<file path="config.mk">
export PLATFORM = sky130hd
export DESIGN_NAME = bsg_mcl_tx_arbiter_flat
export DESIGN_NICKNAME = d
export VERILOG_FILES = /design/src/rtl/bsg_mcl_tx_arbiter_if.sv /design/src/rtl/bsg_mcl_tx_arbiter.sv /design/src/flat_wrapper.sv
export SDC_FILE = /design/constraint.sdc
export NUM_CORES = 1
export LEC_CHECK = 0
export ABC_AREA = 0
export BUFFER_PORTS_ARGS = -buffer_cell sky130_fd_sc_hd__buf_2
export CORE_MARGIN = 2
export CORE_UTILIZATION = 30
export CTS_CLUSTER_SIZE = 24
export DETAILED_ROUTE_END_ITERATION = 10
export PLACE_DENSITY = 0.83
export RECOVER_POWER = 100
export SETUP_SLACK_MARGIN = 0.15
export SYNTH_ARGS = -nofsm -noshare
export SYNTH_HDL_FRONTEND = slang
export SYNTH_SLANG_ARGS = --single-unit
export TNS_END_PERCENT = 5
</file>
<file path="constraint.sdc">
create_clock -name clk_i -period 3.08 [get_ports clk_i]
set_input_delay 0.462 -clock clk_i [delete_from_list [all_inputs] [get_ports clk_i]]
set_output_delay 0.462 -clock clk_i [all_outputs]
set_load 0.01 [all_outputs]
</file>
<file path="src/rtl/bsg_mcl_tx_arbiter_if.sv">
// rtl/bsg_mcl_tx_arbiter_if.sv - TX FIFO to outbound link handshake bundle for the packet arbiter
interface bsg_mcl_tx_arbiter_if #(
  parameter int num_fifos_p  = 2,
  parameter int data_width_p = 32
);
  localparam int id_width_lp = (num_fifos_p > 1) ? $clog2(num_fifos_p) : 1;

  logic [num_fifos_p-1:0]                   en_i;
  logic [num_fifos_p-1:0][data_width_p-1:0] fifo_data_i;
  logic [num_fifos_p-1:0]                   fifo_v_i;
  logic [num_fifos_p-1:0]                   fifo_yumi_o;
  logic [data_width_p-1:0]                  data_o;
  logic                                     v_o;
  logic                                     ready_i;
  logic [id_width_lp-1:0]                   src_id_o;
  logic                                     last_o;
  logic                                     busy_o;
  logic [num_fifos_p-1:0]                   clear_isr_tc_i;
  logic [num_fifos_p-1:0]                   isr_tc_o;

  modport master (
    input  en_i, fifo_data_i, fifo_v_i, ready_i, clear_isr_tc_i,
    output fifo_yumi_o, data_o, v_o, src_id_o, last_o, busy_o, isr_tc_o
  );

  modport slave (
    output en_i, fifo_data_i, fifo_v_i, ready_i, clear_isr_tc_i,
    input  fifo_yumi_o, data_o, v_o, src_id_o, last_o, busy_o, isr_tc_o
  );
endinterface

</file>
<file path="src/rtl/bsg_mcl_tx_arbiter.sv">
// rtl/bsg_mcl_tx_arbiter.sv - packet-granular round-robin arbiter over host TX FIFOs with TC flags
module bsg_mcl_tx_arbiter #(
  parameter int num_fifos_p  = 2,
  parameter int pkt_words_p  = 4,
  parameter int data_width_p = 32
) (
  input  logic                  clk_i,
  input  logic                  reset_n_i,
  bsg_mcl_tx_arbiter_if.master  bus
);
  localparam int id_width_lp  = (num_fifos_p > 1) ? $clog2(num_fifos_p) : 1;
  localparam int cnt_width_lp = $clog2(pkt_words_p);
  localparam logic [cnt_width_lp-1:0] last_cnt_lp   = cnt_width_lp'(pkt_words_p - 1);
  localparam logic [id_width_lp-1:0]  init_grant_lp = id_width_lp'(num_fifos_p - 1);

  typedef enum logic {e_idle, e_xfer} state_e;

  state_e                   state_r, state_n;
  logic [id_width_lp-1:0]   grant_r, grant_n;
  logic [id_width_lp-1:0]   last_grant_r, last_grant_n;
  logic [cnt_width_lp-1:0]  word_cnt_r, word_cnt_n;
  logic [num_fifos_p-1:0]   isr_tc_r, isr_tc_n, tc_set;

  logic [num_fifos_p-1:0]   req;
  logic                     pick_v;
  logic [id_width_lp-1:0]   pick_id;
  logic [id_width_lp-1:0]   cand;
  logic                     handshake;

  assign req = bus.fifo_v_i & bus.en_i;

  // Search starts just past the last packet's owner so every requester gets a turn.
  always_comb begin
    pick_v  = 1'b0;
    pick_id = '0;
    cand    = '0;
    for (int k = 1; k <= num_fifos_p; k++) begin
      cand = id_width_lp'((int'(last_grant_r) + k) % num_fifos_p);
      if (!pick_v && req[cand]) begin
        pick_v  = 1'b1;
        pick_id = cand;
      end
    end
  end

  always_comb begin
    state_n          = state_r;
    grant_n          = grant_r;
    last_grant_n     = last_grant_r;
    word_cnt_n       = word_cnt_r;
    tc_set           = '0;
    handshake        = 1'b0;
    bus.v_o          = 1'b0;
    bus.fifo_yumi_o  = '0;
    bus.busy_o       = 1'b0;
    bus.last_o       = 1'b0;
    bus.src_id_o     = grant_r;
    bus.data_o       = bus.fifo_data_i[grant_r];

    case (state_r)
      e_idle: begin
        if (pick_v) begin
          grant_n = pick_id;
          state_n = e_xfer;
        end
      end
      e_xfer: begin
        bus.busy_o = 1'b1;
        bus.v_o    = bus.fifo_v_i[grant_r];
        bus.last_o = (word_cnt_r == last_cnt_lp);
        handshake  = bus.v_o & bus.ready_i;
        bus.fifo_yumi_o[grant_r] = handshake;
        if (handshake) begin
          if (word_cnt_r == last_cnt_lp) begin
            word_cnt_n      = '0;
            last_grant_n    = grant_r;
            tc_set[grant_r] = 1'b1;
            state_n         = e_idle;
          end else begin
            word_cnt_n = word_cnt_r + cnt_width_lp'(1);
          end
        end
      end
      default: state_n = e_idle;
    endcase

    // A completion landing on the same cycle as its clear must stay visible.
    isr_tc_n = (isr_tc_r & ~bus.clear_isr_tc_i) | tc_set;
  end

  assign bus.isr_tc_o = isr_tc_r;

  always_ff @(posedge clk_i) begin
    if (!reset_n_i) begin
      state_r      <= e_idle;
      grant_r      <= '0;
      last_grant_r <= init_grant_lp;
      word_cnt_r   <= '0;
      isr_tc_r     <= '0;
    end else begin
      state_r      <= state_n;
      grant_r      <= grant_n;
      last_grant_r <= last_grant_n;
      word_cnt_r   <= word_cnt_n;
      isr_tc_r     <= isr_tc_n;
    end
  end
endmodule

</file>
<file path="src/flat_wrapper.sv">
// flat-port wrapper written by rule: the top's interface ports become plain ports
module bsg_mcl_tx_arbiter_flat 
#(
  parameter int num_fifos_p  = 2,
  parameter int pkt_words_p  = 4,
  parameter int data_width_p = 32
)
  (clk_i, reset_n_i, bus_en_i, bus_fifo_data_i, bus_fifo_v_i, bus_ready_i, bus_clear_isr_tc_i, bus_fifo_yumi_o, bus_data_o, bus_v_o, bus_src_id_o, bus_last_o, bus_busy_o, bus_isr_tc_o);
  bsg_mcl_tx_arbiter_if #(.num_fifos_p(num_fifos_p), .data_width_p(data_width_p)) bus_i ();
  input  logic clk_i;
  input  logic reset_n_i;
  input wire logic [$bits(bus_i.en_i)-1:0] bus_en_i;
  input wire logic [$bits(bus_i.fifo_data_i)-1:0] bus_fifo_data_i;
  input wire logic [$bits(bus_i.fifo_v_i)-1:0] bus_fifo_v_i;
  input wire logic [$bits(bus_i.ready_i)-1:0] bus_ready_i;
  input wire logic [$bits(bus_i.clear_isr_tc_i)-1:0] bus_clear_isr_tc_i;
  output wire logic [$bits(bus_i.fifo_yumi_o)-1:0] bus_fifo_yumi_o;
  output wire logic [$bits(bus_i.data_o)-1:0] bus_data_o;
  output wire logic [$bits(bus_i.v_o)-1:0] bus_v_o;
  output wire logic [$bits(bus_i.src_id_o)-1:0] bus_src_id_o;
  output wire logic [$bits(bus_i.last_o)-1:0] bus_last_o;
  output wire logic [$bits(bus_i.busy_o)-1:0] bus_busy_o;
  output wire logic [$bits(bus_i.isr_tc_o)-1:0] bus_isr_tc_o;
  assign bus_i.en_i = bus_en_i;
  assign bus_i.fifo_data_i = bus_fifo_data_i;
  assign bus_i.fifo_v_i = bus_fifo_v_i;
  assign bus_i.ready_i = bus_ready_i;
  assign bus_i.clear_isr_tc_i = bus_clear_isr_tc_i;
  assign bus_fifo_yumi_o = bus_i.fifo_yumi_o;
  assign bus_data_o = bus_i.data_o;
  assign bus_v_o = bus_i.v_o;
  assign bus_src_id_o = bus_i.src_id_o;
  assign bus_last_o = bus_i.last_o;
  assign bus_busy_o = bus_i.busy_o;
  assign bus_isr_tc_o = bus_i.isr_tc_o;
  bsg_mcl_tx_arbiter #(.num_fifos_p(num_fifos_p), .pkt_words_p(pkt_words_p), .data_width_p(data_width_p)) u_core (.clk_i(clk_i), .reset_n_i(reset_n_i), .bus(bus_i));
endmodule
</file>
Word-level counts from Yosys, hierarchy flattened:

Index checks and enable logic that the tools add are counted.

* register bits: 7
* output and inout bits: 40

* $add $sub $neg: 3
* order comparisons: 4
* bitwise logic cells: 7
* reductions and logical operators: 6
* equality and inequality tests: 1
* muxes and demuxes: 26

Operators with widths (number)
* $mux 32: 2
* $mux 1: 17
* $mux 2: 5
* $and 2x2->2: 3
* $lt 1x2->1 const B: 3
* $reduce_and 2->1: 2
* $reduce_and 3->1: 1
* $add 1x1->1 const B: 2
* $add 2x1->2 const B: 1
* $eq 2x2->1 const B: 1
* $logic_and 1x1->1: 2
* $not 2->2: 1
* $or 2x2->2: 1
* $pmux 1 s2: 1
* $and 1x1->1: 1
* $demux 1 s1: 1
* $ge 1x1->1 const B: 1
* $logic_not 1->1: 1
* $not 1->1: 1

Logic depth before layout (Yosys ltp):

* depth in word-level cells: 9
* gate-level depth with buffers: 4

Worst setup path before layout:

No wires, ideal clock.

* path kind: register to output
* start point: reg u_core.grant_r (netlist: u_core.bus.src_id_o)
* end point: out bus_data_o[10]
* path buffers: 2
* setup slack: 1.417 ns
* required time: 2.618 ns
* arrival: 1.201 ns
* stages on the path, launching flop included: 4
* cell sequence: dfxtp_1 buf_2 buf_2 mux2_2

* word-level cells in the longest chain between the ends: 2

Ends and longest elaborated chain
* start: declaration: line bsg_mcl_tx_arbiter.sv:19 `logic [id_width_lp-1:0] grant_r, grant_n;`
* start signal: assignment: line bsg_mcl_tx_arbiter.sv:102 `grant_r <= grant_n;`
* $mux 32 (not written as such) (2 in a row): line bsg_mcl_tx_arbiter.sv:58 `bus.data_o = bus.fifo_data_i[grant_r];`
* end: declaration: line flat_wrapper.sv:18 `output wire logic [$bits(bus_i.data_o)-1:0] bus_data_o;`

Every way passes these cells. The select of a mux whose other input is x is not followed.

Worst setup path after layout:

* start point: reg u_core.grant_r (netlist: u_core.bus.src_id_o)
* end point: out bus_fifo_yumi_o[1]

* word-level cells in the longest chain between the ends: 6

Ends and longest elaborated chain
* $lt 1x2->1 (not written as such) or $ge 1x1->1 (tied branches): line bsg_mcl_tx_arbiter.sv:72 `bus.fifo_yumi_o[grant_r] = handshake;`
* $logic_and 1x1->1 (not written as such): line bsg_mcl_tx_arbiter.sv:72
* $mux 1 (not written as such): line bsg_mcl_tx_arbiter.sv:72
* $demux 1 s1
* $and 2x2->2 (no line) *
* $mux 2 *: line bsg_mcl_tx_arbiter.sv:60 `case (state_r)`
* end: declaration: line flat_wrapper.sv:17 `output wire logic [$bits(bus_i.fifo_yumi_o)-1:0] bus_fifo_yumi_o;`

Every way passes the cells marked *; elsewhere a longest branch is shown, timed or not. The select of a mux whose other input is x is not followed.

==> flow_summary.toml <==
[worst_setup_path]
worst-r2r-cell-count = 3
timing.critical_path.slowest_stage_cell = "dfxtp_1"
crit_path_end = "bus_fifo_yumi_o[1]"
cp.arrival_ps = 1990
setup.worst_path.start = "u_core.bus.src_id_o"
cp_data_required_time_ps = 2620
worstSetupPathType = "reg2out"
critical_path_cell_count = 4
slowest_delay_ps = 800
crit_path_start_kind = "flip-flop"
end_kind = "output pin"
path_cells = "mux2i_1, nor2_1, and2_0, buf_2"
regToRegSetupSlack_ps = 1170
worst_r2r_endpoint = "u_core.last_grant_r"
cp.buffers_inverters = 1
path_max_fanout = 19
reg2reg_from = "u_core.bus.src_id_o"
crit_family = "flip-flops"

[layout]
drive_gt1_share_pct = 59.1
multi_input_gate_area_um2 = 542
layout.filler_cells = 246
area_growth_pct = 79.4
diodes = 0
layout.nets = 261
final_design_area_no_fill_um2 = 1270
seqCellArea_um2 = 140

[pwr]
power.density_cell_area_nw_per_um2 = 265
power.static_leakage_nw = 0.594
design_power_mw = 0.335
ir_worst_vdd_uv = 251

[cts]
cts_tree = "built"
post_cts_buffers = 0
clock_insertion_delay_worst_skew_ps = 250
worst_path_clk_slew_ps = 50
cts-hold-fix-buffers = 0
max-clock-path-buffers = 2
clockRootBuffer = "clkbuf_4"
postCtsResizedCells = 0
cts-buffers-inserted = 3
h-tree-depth = 1
cts.sinks = 7

[grt]
number_of_global_route_vias_before_repair = 909
grt_max_degree = 22
grt_pass1_wl_mm = 3.72
grt_antenna_before_repair = 0
grt.overflow.total = 0
global_router_s_overall_resource_usage_pct = 18.1

[placement]
finalWeightedCongestion = 0.908
port-buffer-count = 112
dpl_cell_area_um2 = 1290
placement.setup.worst_slack_ps = 885
dp_hpwl_mm = 2.38

[die]
initial_utilization_pct = 31.9
floorplan.core_area_um2 = 2210
die_width_um = 52.5
die_area_um2 = 2760
top_level_ports = 113
num_rows = 17
die_height_um = 52.5

[synthesis]
synth.avg_cell_area_um2 = 9.67
synth.lib_cells_used.distinct = 21
number_of_flops_mapped_to_enable_cells_by_yosys = 0
ys_ff_latch = 7
post_synth_instance_area_um2 = 706
synth_warnings = 0
netlist_instances = 73
synth_flop_cell = "dfxtp_1"
synth.net_count = 147
ys_async_sr_fraction_pct = 0
ys_seq_area_share_pct = 19.9

[detailed_routing]
total_detailed_routing_wirelength_mm = 2.69
detailedRoute.firstPassIterationCount = 4
remaining_drc_errors = 0
count_of_nets_left_with_antenna_violations_after_detail_routing = 0
drt-initial-drc-count = 7
via_per_inst = 4.68
wl_per_cell_um = 12.6
vias = 1001

[worst_hold_path]
min_from = "bus_clear_isr_tc_i[0]"
hold_path_class = "in2reg"

[run]
max_cap_viol_count = 0

[sta]
finalHoldViolCount = 0
max_freq_ghz = 0.408
min_period_ps = 2450
final_setup_violation_count = 0
slew_viol_final = 0
setup_repair_after_global_routing_missed_its_margin = "no"
final.period_utilization_pct = 79.6
postLayoutSetupSlackWorst_ps = 629
worstMarginPinSlew_ps = 749
totalNegativeSetupSlack_ps = 0
finalClockSkew_ps = 1.15
max_slew_margin_pct = 50.0

[status]
outcome = "finished, final reports clean"
## final cells by class
class | instances | share of cell area [%]
Tap cell | 28 | 2.77
Inverter | 1 | 0.296
Timing Repair Buffer | 113 | 41.0
Multi-Input combinational cell | 61 | 42.8
Sequential cell | 7 | 11.1
Clock buffer | 4 | 2.08
## worst reg2reg max path, delay by kind of cell (launching register included)
family,cells,cell delay (ps)
multiplexers,1,320
AO/OA/AOI/OAI,1,120
AND/OR/NAND/NOR,1,560
flip-flops,1,800
## routing by layer
metal / GRT usage (%) / vias up / routed length (um)
li1: - / 503 / -
met1: 19.9 / 448 / 1030
met2: 35.4 / 47 / 1440
met3: 4.00 / 3 / 205
met4: 2.56 / 0 / 13
met5: 0 / - / 0
## worst min-delay path by stage
stage                        endpoint  slack [ps]  depth (start not counted)
2_1_floorplan    u_core.word_cnt_r[1]         440                          2
3_3_place_gp     u_core.word_cnt_r[1]         460                          2
3_5_place_dp     u_core.word_cnt_r[1]         460                          2
4_1_cts          u_core.word_cnt_r[1]         470                          2
5_1_grt        u_core.bus.isr_tc_o[0]         470                          3
6_report       u_core.bus.isr_tc_o[0]         470                          3
## cells in the final DEF (no fill, tap or decap), types with 2 or more instances in the layout
master,n
a21oi_1,3
buf_2,73
clkbuf_1,40
clkbuf_4,3
dfxtp_1,7
mux2_2,32
mux2i_1,2
nand2_1,5
nand3_1,2
nor2_1,2
o21ai_0,2
or4_1,2
## synthesized netlist by cell type, types with 2 or more instances
library cell	count	share of area [%]
nand3_1	2	1.4
a21oi_1	3	2.1
and2_1	2	1.8
o21ai_0	2	1.4
buf_2	4	2.8
nor2_1	2	1.1
mux2i_1	2	2.8
dfxtp_1	7	20
or4_1	2	2.1
mux2_2	32	51
nand2_1	5	2.7
## registers in the layout, summed over array words and instances (netlist names)
register	flops
u_core.bus.isr_tc_o	2
u_core.bus.src_id_o	1
u_core.last_grant_r	1
u_core.state_r	1
u_core.word_cnt_r	2
## per-stage QoR
| stage | hold slack [ps] | util [%] | instances |
|---|---|---|---|
| detailed placement | 461 | 58.3 | 210 |
| floorplan | 438 | - | 73 |
| finish | 467 | 57.2 | 214 |
| global placement | 459 | 58.3 | 210 |
| global route | 470 | 57.2 | 214 |
| CTS | 468 | 59.4 | 214 |
## power breakdown
group	internal [mW]	switching, mW
Combinational	0.0835	0.0671
Sequential	0.0933	0.00735
Clock	0.0495	0.0344
## logic make-up (layout without fill, tap and decap cells)
logic type                 count (synthesis)  in the layout  synth area share (%)
adders and majority gates                  1              1                  1.77
AOI/OAI and AO/OA                          8              8                  7.09
and+or+nand+nor                           18             18                  14.0
muxes                                     34             34                  53.9
DFF                                        7              7                  19.9
buffers and inverters                      5            118                  3.37
Power figures use the tool's default switching activity.
